## src/rtl/rotary_encoder_pkg.sv

```systemverilog
// Shared types for the rotary encoder decoder: quadrature FSM states and
// phase encodings, with phase written as {sL, sR}.
package rotary_encoder_pkg;

    typedef enum logic [2:0] {
        IDLE = 3'd0,
        R1   = 3'd1,
        R2   = 3'd2,
        R3   = 3'd3,
        L1   = 3'd4,
        L2   = 3'd5,
        L3   = 3'd6,
        ERR  = 3'd7
    } state_t;

    localparam logic [1:0] PH_00 = 2'b00;
    localparam logic [1:0] PH_01 = 2'b01;
    localparam logic [1:0] PH_11 = 2'b11;
    localparam logic [1:0] PH_10 = 2'b10;

endpackage

```

## src/rtl/rotary_encoder_sync_debounce.sv

```systemverilog
// Multi-flop synchronizer for one asynchronous pin, followed by an optional
// stable-count debouncer (DEBOUNCE_CYCLES = 0 bypasses it).
module rotary_encoder_sync_debounce #(
    parameter int SYNC_STAGES     = 2,
    parameter int DEBOUNCE_CYCLES = 0
) (
    input  logic clk,
    input  logic clr,
    input  logic d,
    output logic q
);

    logic [SYNC_STAGES-1:0] sync;

    always_ff @(posedge clk or negedge clr) begin
        if (!clr) begin
            sync <= '0;
        end else begin
            sync <= {sync[SYNC_STAGES-2:0], d};
        end
    end

    generate
        if (DEBOUNCE_CYCLES == 0) begin : g_no_debounce
            assign q = sync[SYNC_STAGES-1];
        end else begin : g_debounce
            localparam int CW = $clog2(DEBOUNCE_CYCLES + 1);
            logic [CW-1:0] cnt;
            logic          level;

            // Any cycle that agrees with the accepted level restarts the count.
            always_ff @(posedge clk or negedge clr) begin
                if (!clr) begin
                    cnt   <= '0;
                    level <= 1'b0;
                end else if (sync[SYNC_STAGES-1] == level) begin
                    cnt <= '0;
                end else if (cnt == CW'(DEBOUNCE_CYCLES - 1)) begin
                    level <= sync[SYNC_STAGES-1];
                    cnt   <= '0;
                end else begin
                    cnt <= cnt + 1'b1;
                end
            end

            assign q = level;
        end
    endgenerate

endmodule

```

## src/rtl/rotary_encoder.sv

```systemverilog
// Rotary encoder decoder: synchronizes the phases and button, tracks detents
// with a quadrature FSM, and holds sticky event flags until the host reads.
module rotary_encoder
    import rotary_encoder_pkg::*;
#(
    parameter int SYNC_STAGES     = 2,
    parameter int DEBOUNCE_CYCLES = 0
) (
    input  logic clk,
    input  logic clr,
    input  logic rotl,
    input  logic rotr,
    input  logic push,
    input  logic read,
    output logic rotl_out,
    output logic rotr_out,
    output logic push_out
);

    logic       s_l;
    logic       s_r;
    logic       p_d;
    logic       p_d_prev;
    logic [1:0] ph;
    state_t     state;

    rotary_encoder_sync_debounce #(.SYNC_STAGES(SYNC_STAGES), .DEBOUNCE_CYCLES(0)) u_sync_l (
        .clk(clk), .clr(clr), .d(rotl), .q(s_l)
    );

    rotary_encoder_sync_debounce #(.SYNC_STAGES(SYNC_STAGES), .DEBOUNCE_CYCLES(0)) u_sync_r (
        .clk(clk), .clr(clr), .d(rotr), .q(s_r)
    );

    rotary_encoder_sync_debounce #(.SYNC_STAGES(SYNC_STAGES), .DEBOUNCE_CYCLES(DEBOUNCE_CYCLES)) u_sync_p (
        .clk(clk), .clr(clr), .d(push), .q(p_d)
    );

    assign ph = {s_l, s_r};

    // Flags default to "hold unless read"; a detent completing this cycle
    // overrides that, so an event coinciding with read is never dropped.
    always_ff @(posedge clk or negedge clr) begin
        if (!clr) begin
            state    <= IDLE;
            rotl_out <= 1'b0;
            rotr_out <= 1'b0;
            push_out <= 1'b0;
            p_d_prev <= 1'b0;
        end else begin
            p_d_prev <= p_d;
            rotl_out <= rotl_out & ~read;
            rotr_out <= rotr_out & ~read;
            push_out <= (push_out & ~read) | (p_d & ~p_d_prev);
            case (state)
                IDLE: case (ph)
                    PH_01:   state <= R1;
                    PH_10:   state <= L1;
                    PH_11:   state <= ERR;
                    default: ;
                endcase
                R1: case (ph)
                    PH_11:   state <= R2;
                    PH_00:   state <= IDLE;
                    PH_10:   state <= ERR;
                    default: ;
                endcase
                R2: case (ph)
                    PH_10:   state <= R3;
                    PH_01:   state <= R1;
                    PH_00:   state <= ERR;
                    default: ;
                endcase
                R3: case (ph)
                    PH_00: begin
                        state    <= IDLE;
                        rotr_out <= 1'b1;
                    end
                    PH_11:   state <= R2;
                    PH_01:   state <= ERR;
                    default: ;
                endcase
                L1: case (ph)
                    PH_11:   state <= L2;
                    PH_00:   state <= IDLE;
                    PH_01:   state <= ERR;
                    default: ;
                endcase
                L2: case (ph)
                    PH_01:   state <= L3;
                    PH_10:   state <= L1;
                    PH_00:   state <= ERR;
                    default: ;
                endcase
                L3: case (ph)
                    PH_00: begin
                        state    <= IDLE;
                        rotl_out <= 1'b1;
                    end
                    PH_11:   state <= L2;
                    PH_10:   state <= ERR;
                    default: ;
                endcase
                ERR: begin
                    if (ph == PH_00) state <= IDLE;
                end
                default: state <= IDLE;
            endcase
        end
    end

endmodule

```

## config.mk

```make
export PLATFORM = sky130hd
export DESIGN_NAME = rotary_encoder
export DESIGN_NICKNAME = d
export VERILOG_FILES = /design/src/rtl/rotary_encoder_pkg.sv /design/src/rtl/rotary_encoder_sync_debounce.sv /design/src/rtl/rotary_encoder.sv
export SDC_FILE = /design/constraint.sdc
export NUM_CORES = 1
export LEC_CHECK = 0
export BUFFER_PORTS_ARGS = -buffer_cell sky130_fd_sc_hd__buf_2
export CORE_MARGIN = 5
export CORE_UTILIZATION = 50
export CTS_BUF_LIST = sky130_fd_sc_hd__clkbuf_4 sky130_fd_sc_hd__clkbuf_8
export DETAILED_ROUTE_END_ITERATION = 10
export PLACE_DENSITY = 0.7
export SYNTH_ARGS = -nofsm -noshare
export SYNTH_HDL_FRONTEND = slang
export SYNTH_SLANG_ARGS = --single-unit
```

## constraint.sdc

```tcl
create_clock -name clk -period 3 [get_ports clk]
set_clock_uncertainty 0.2 [all_clocks]
set_input_delay 0.45 -clock clk [delete_from_list [all_inputs] [get_ports clk]]
set_output_delay 0.45 -clock clk [all_outputs]
set_load 0.005 [all_outputs]
```

## Yosys cells after proc, flatten, opt, wreduce, memory -nomap -nowiden

Index checks and enable logic that the tools add are counted.

- Equality and inequality tests: 18
- Mux-type cells: 13
- Bitwise gates (word level): 7
- Reductions and logical operators: 3

Operators with widths:

| operator | count |
|---|---|
| $pmux W3 S3 | 7 |
| $ne A4 B4 Y1 const B | 7 |
| $pmux W3 S8 | 1 |
| $eq A3 B3 Y1 const B | 4 |
| $reduce_and A8 Y1 | 1 |
| $eq A3 B2 Y1 const B | 2 |
| $and A1 B1 Y1 | 4 |
| $eq A2 B2 Y1 const B | 2 |
| $mux W1 | 4 |
| $eq A3 B1 Y1 const B | 1 |
| $logic_not A3 Y1 | 1 |
| $mux W3 | 1 |
| $eq A2 B1 Y1 const B | 1 |
| $logic_not A2 Y1 | 1 |
| $ne A2 B2 Y1 const B | 1 |
| $not A1 Y1 | 2 |
| $or A1 B1 Y1 | 1 |

- Flip-flop bits (word level): 13
- Output and inout port bits: 3
- Logic and storage cells: 49

## Longest topological paths before layout

Gate-level depths: netlist of the first run.

- Depth in word-level cells: 4
- Mapped depth: 8

## By module

Synthesis of the first run repeated with hierarchy kept, for this count alone.

- Cell total of the unflattened synthesis: 80
- Area, all modules: 795.8 µm²

Modules (own cells, without submodules):

| module | instances | cells each | area an instance (µm²) |
|---|---|---|---|
| rotary_encoder | 1 | 74 | 645.6 |
| rotary_encoder_sync_debounce | 3 | 2 | 50.0 |

## Worst setup path before layout of the first run

Ideal clock, no wire load.

- Path kind: flip-flop to flip-flop
- Start: reg u_sync_r.sync[1]
- End: reg state[1]
- Data arrival time: 1.990 ns
- Required time: 2.714 ns
- Path slack: 0.724 ns
- Stages on the path, launching flop included: 8
- Period minus slack after synthesis: 2.276 ns
- Cell sequence: dfrtp_1 > inv_1 > ha_1 > or4_4 > and2_4 > o311a_4 > and2_4 > a32oi_2

- Cells in the longest elaborated chain, start to end: 3

RTL lines:

| what | line | text |
|---|---|---|
| start, declared | rotary_encoder_sync_debounce.sv:13 | `logic [SYNC_STAGES-1:0] sync;` |
| start signal, assigned | rotary_encoder_sync_debounce.sv:19 | `sync <= {sync[SYNC_STAGES-2:0], d};` |
| $eq A2 B2 Y1, or another cell as far along | -- |  |
| $pmux W3 S3, or another cell as far along | rotary_encoder.sv:95 | `L3: case (ph)` |
| $pmux W3 S8 or $reduce_and A8 Y1 (tied branches) | -- |  |
| end signal, assigned | rotary_encoder.sv:57 | `PH_01: state <= R1;` |
| end signal, assigned | rotary_encoder.sv:63 | `PH_11: state <= R2;` |
| end signal, assigned | rotary_encoder.sv:69 | `PH_10: state <= R3;` |
| end, declared | rotary_encoder.sv:25 | `state_t state;` |

Several ways; a longest one is shown, not always the timed one. The select of a mux whose other input is x is not followed.
A chain may end at the register's enable or synchronous reset.

## Worst setup path in the final report of the first run

Ends and elaborated chain as after synthesis.

==> results of run 1 <==
-- worst min-delay path by stage --
stage / startpoint / to / slack, ps / cells past startpoint
2_1_floorplan: clr / p_d_prev$_DFF_PN0_ / -50 / 0
3_3_place_gp: u_sync_r.sync[0]$_DFF_PN0_ / u_sync_r.sync[1]$_DFF_PN0_ / 130 / 0
3_5_place_dp: clr / p_d_prev$_DFF_PN0_ / 140 / 1
4_1_cts: push / u_sync_p.sync[0]$_DFF_PN0_ / 90 / 1
5_1_grt: push / u_sync_p.sync[0]$_DFF_PN0_ / 80 / 1
6_report: push / u_sync_p.sync[0]$_DFF_PN0_ / 100 / 1
-- state kept, by name (all words and copies together) (netlist names) --
signal         count
p_d_prev           1
push_out           1
rotl_out           1
rotr_out           1
state              3
u_sync_l.sync      2
u_sync_p.sync      2
u_sync_r.sync      2
-- through the flow --
stage	utilization	power, mW	instances
2_1_floorplan	-	0.623	85
4_1_cts	0.542	0.781	110
3_5_place_dp	0.518	0.669	105
5_1_grt	0.542	0.846	110
6_report	0.542	0.779	110
3_3_place_gp	0.518	0.661	105
-- cells by family (layout without fill, tap and decap cells) --
family / count (synthesis) / in the layout / share of synthesized area
flops: 13 / 13 / 0.382
simple gates: 28 / 28 / 0.193
buf+inv: 10 / 18 / 0.0765
fa+ha+maj: 7 / 7 / 0.103
compound gates: 27 / 27 / 0.246
-- final cells by class --
| cell class | instances | area (um2) | share of cell area |
|---|---|---|---|
| Clock buffer | 4 | 30.0 | 0.0331 |
| Sequential cell | 13 | 325 | 0.359 |
| Multi-Input combinational cell | 62 | 460 | 0.508 |
| Timing Repair Buffer | 9 | 50.0 | 0.0552 |
| Tap cell | 17 | 21.3 | 0.0235 |
| Inverter | 5 | 18.8 | 0.0207 |
-- synth_stat cells, types with 2 or more instances --
cell	number
o21ai_0	8
and2_4	2
nor3b_1	2
nand2_1	6
nand3_1	2
buf_8	2
dfrtp_1	13
a31oi_1	3
nor2_1	6
ha_1	7
nand2b_1	2
inv_1	5
a21oi_1	4
-- routing by layer --
metal / up-vias / GRT usage / part of all wire
met3: 2 / 0.0204 / 0.021
li1: 321 / - / -
met4: 0 / 0.0480 / 0.0080
met5: - / 0 / 0
met1: 307 / 0.190 / 0.49
met2: 8 / 0.170 / 0.48
-- worst reg2reg max path, stage by stage (launching register included) --
cell and delay, ps:
dfrtp_1 390, inv_1 100, ha_1 280, or4_4 560, and2_4 170, o311a_4 320
and2_4 150, a32oi_2 170
-- timing repair --
item / in CTS / in global routing
hold buffers: 1 / 0
setup endpoints to repair: 0 / 0
endpoints found under the hold margin: 13 / 0
-- power breakdown --
part	internal (mW)	switching [mW]	total, mW
registers	0.209	0.103	0.312
clock network	0.0603	0.0478	0.108
logic	0.191	0.167	0.359
total	0.461	0.318	0.779
==> qor.yml, run 1 <==
ctsLongestPathBuffers: 2
crit_path_max_incr_delay_ps: 560
layout_commonest_cell: "dfrtp_1"
pre_cts_ws_ps: 591
synth_top_area_cell: "dfrtp_1"
avgSynthCellArea_um2: 10.0
cts_resized: 0
clock_latency_ps: 260
firstDrtPassIters: 4
dpl_cell_area_um2: 866
cts_setup_buffers: 0
first_global_vias: 515
diodes: 0
ys_seq_elements: 13
worstPathArrival_ps: 2400
portBuffers: 8
fin_crit_sh: 0.807
num-nets-final: 107
ys_seq_area_frac: 0.382
crit_cells: 7
track_usage: 0.123
min_period_ps: 2420
path_common_cell: "and2_4"
detail_route.wl_per_cell_um: 13.6
endpoint: "state[1]$_DFFE_PN0P_"
path_max_fanout: 7
vias: 638
routed_wl_um: 1500
h-tree-depth: 1
setup_violations: 0
ant_nets: 0
clock-root-buffer: "clkbuf_4"
die_area_um2: 2630
synthArstFlopShare: 1.00
synth_fp_nets: 98
hold-worst-slack_ps: 95.4
fillCellCount: 143
reg2reg_to: "state[1]$_DFFE_PN0P_"
syn_inst: 85
grt_pass1_wl_um: 2470
crit_family: "simple AND/OR/NAND/NOR gates"
synth_top_area_frac: 0.382
crit_path_end_kind: "flop"
synth_area_leaders: "dfrtp_1, ha_1, o21ai_0"
via_per_inst: 5.80
peakVddDrop_mv: 0.572
reg2regPathDepth: 7
grt_max_degree: 24
rsz0062_at_grt: "false"
status: "finished clean"
cp_cell_sequence: "inv_1 > ha_1 > or4_4 > and2_4 > o311a_4 > and2_4 > a32oi_2"
cpMaxStageDelayCell: "or4_4"
tns_ps: 0
max-cap-violations: 0
netlist_area_um2: 851
critPathKind: "reg -> reg"
relSlewSlack: 0.596
mostFrequentLayoutCells: "dfrtp_1, o21ai_0, buf_2"
std_cell_rows: 15
cts_buffers: 3
crit_start: "u_sync_r.sync[1]$_DFF_PN0_"
globalplace.congestion: 0.884
hold_viol: 0
ys_warn_count: 0
drv_slew: 0
chipHeight_um: 51.3
max_freq_mhz: 413
area_growth_pct: 6.47
leakage_nw: 0.409
grt_antenna_before_repair: 0
hp-class: "in -> reg"
critPathRequiredTime_ps: 2980
r2r_start: "u_sync_r.sync[1]$_DFF_PN0_"
clock-sinks: 13
cts_tree: "yes"
design_area_um2: 906
synth_edf_count: 0
ys_types: 36
layout_setup_ws_ps: 579
power_density_nw_per_um2: 860
tightest_slew_ps: 605
initial_core_util: 0.509
cp-start-kind: "flop"
core-area_um2: 1670
r2r_slack_ps: 580
drtIter0Drc: 6
overflow: 0
synth_ff_type: "dfrtp_1"
cp.buffers_inverters: 1
pin_count: 9
die_w_um: 51.3
drive_gt1_frac: 0.226
path_clk_slew_ps: 70
drc_errors: 0
dpl.hpwl_um: 1120
No activity file was read; power rests on OpenSTA's default activity.
==> run 2, diff against run 1 <==
==> constraint.sdc (replaced) <==
create_clock -name clk -period 2.4 [get_ports clk]
set_clock_uncertainty 0.2 [all_clocks]
set_input_delay 0.36 -clock clk [delete_from_list [all_inputs] [get_ports clk]]
set_output_delay 0.36 -clock clk [all_outputs]
set_load 0.005 [all_outputs]
==> qor.yml, run 2 (synthesized netlist as in run 1, its figures left out) <==
status: "finished clean"
overflow: 0  # unchanged
crit_start: "u_sync_l.sync[1]$_DFF_PN0_"
crit_path_end_kind: "flop"
power_frac_seq: 0.287  # -0.114
largest_reg_flops: 3  # unchanged
initial_core_util: 0.509  # unchanged
peakVddDrop_mv: 0.622  # +8.7%
grt_antenna_before_repair: 0  # unchanged
die_w_um: 51.3  # unchanged
cp_cell_sequence: "ha_1 > or4_4 > and2_4 > o311a_4 > and2_4 > a32oi_2"
critPathRequiredTime_ps: 2380  # -600 ps
hp-class: "reg -> reg"
clock_latency_ps: 270  # about the same
internal-power_uw: 616  # +34%
setup_violations: 0  # unchanged
ctsLongestPathBuffers: 2  # unchanged
min_delay_path_depth: 0  # -1
relSlewSlack: 0.730  # +0.133
cp.buffers_inverters: 0  # -1
max_freq_mhz: 431  # +4.4%
hold_viol: 0  # unchanged
via_per_inst: 5.63  # -3.0%
cpMaxStageDelayCell: "or4_4"
clock-sinks: 13  # unchanged
drc_errors: 0  # unchanged
ant_nets: 0  # unchanged
globalplace.congestion: 0.924  # +4.4%
mostFrequentLayoutCells: "dfrtp_1, o21ai_0, buf_2"
grt_max_degree: 23  # -4.2%
power_density_nw_per_um2: 1050  # +23%
clock-root-buffer: "clkbuf_4"
vias: 664  # +4.1%
dpl.hpwl_um: 1150  # +3.3%
reg2reg_to: "state[1]$_DFFE_PN0P_"
layout_commonest_cell: "dfrtp_1"
tns_ps: 0  # unchanged
path_max_fanout: 5  # -2
std_cell_rows: 15  # unchanged
path_common_cell: "and2_4"
die_area_um2: 2630  # unchanged
total_power_mw: 1.03  # +32%
clock_power_share: 0.135  # -0.004
num-nets-final: 115  # +7.5%
grt_pass1_wl_um: 2740  # +11%
core-area_um2: 1670  # unchanged
hold_end: "u_sync_r.sync[1]$_DFF_PN0_"
chipHeight_um: 51.3  # unchanged
drive_gt1_frac: 0.257  # +0.0316
firstDrtPassIters: 4  # unchanged
detail_route.wl_per_cell_um: 13.3  # -2.0%
crit_family: "simple AND/OR/NAND/NOR gates"
reg2regPathDepth: 6  # -1
fin_crit_sh: 0.966  # +0.159
switching_share: 0.400  # -0.00915
routed_wl_um: 1570  # +5.1%
tightest_slew_ps: 400  # -205 ps
min-delay-start: "u_sync_r.sync[0]$_DFF_PN0_"
area_growth_pct: 14.4
cts_buffers: 3  # unchanged
drv_slew: 0  # unchanged
track_usage: 0.141  # +0.0181
portBuffers: 8  # unchanged
worstPathArrival_ps: 2300  # -100 ps
min_period_ps: 2320  # -102 ps
leakage_nw: 0.446  # +9.0%
crit_path_max_incr_delay_ps: 530  # -30 ps
top_register: "state"
cts_tree: "yes"
cp-start-kind: "flop"
h-tree-depth: 1  # unchanged
rsz0062_at_grt: "false"
first_global_vias: 617  # +20%
max-cap-violations: 0  # unchanged
combinationalPowerShare: 0.579  # +0.119
cts_resized: 0  # unchanged
switchingPower_uw: 410  # +29%
drtIter0Drc: 10  # +4
pin_count: 9  # unchanged
r2r_slack_ps: 80  # -500 ps
path_clk_slew_ps: 60  # about the same
diodes: 0  # unchanged
critPathKind: "reg -> reg"
r2r_start: "u_sync_l.sync[1]$_DFF_PN0_"
-- run 2: cell type report --
| type | instances | area (um2) |
|---|---|---|
| Fill cell | 137 | 697 |
| Multi-Input combinational cell | 62 | 460 |
| Sequential cell | 13 | 325 |
| Timing Repair Buffer | 17 | 118 |
| Clock buffer | 4 | 30.0 |
| Tap cell | 17 | 21.3 |
| Inverter | 5 | 18.8 |
-- run 2: stage by stage --
| step | cell area, um2 | hold slack [ps] | worst slack (ps) | utilization | instances |
|---|---|---|---|---|---|
| after floorplan | 851 | -136 | 124 | - | 85 |
| after global placement | 896 | 50.2 | 140 | 0.536 | 109 |
| after detailed placement | 896 | 48.9 | 73.0 | 0.536 | 109 |
| after CTS | 966 | 156 | 59.4 | 0.578 | 117 |
| after global routing | 973 | 172 | 7.98 | 0.583 | 118 |
| final | 973 | 153 | 80.9 | 0.583 | 118 |
-- run 2: per-layer routing --
layer	wire, um	GRT usage
met5	0	0
met4	23	0.0655
met3	89	0.0379
met2	746	0.219
met1	711	0.183
-- run 2: how the worst max path moves through the flow --
stage                                end  slack, ps  depth (start not counted)
finish              state[1]$_DFFE_PN0P_         80                          6
CTS                 state[1]$_DFFE_PN0P_         60                          7
global route        state[1]$_DFFE_PN0P_          8                          7
global placement    state[1]$_DFFE_PN0P_        140                          7
detailed placement  state[1]$_DFFE_PN0P_         70                          7
floorplan           state[1]$_DFFE_PN0P_        120                          7
-- run 2: timing repair --
action,CTS,global route
hold endpoints to repair,16,0
setup buffers,0,1
hold buffers,4,0
endpoints found under the setup margin,0,2
-- run 2: power groups by stage --
| stage | logic (mW) | clock network, mW | registers (mW) |
|---|---|---|---|
| after floorplan | 0.471 | 0 | 0.307 |
| after global placement | 0.565 | 0 | 0.298 |
| after detailed placement | 0.580 | 0 | 0.299 |
| after CTS | 0.588 | 0.144 | 0.295 |
| after global routing | 0.657 | 0.157 | 0.301 |
| final | 0.593 | 0.138 | 0.294 |
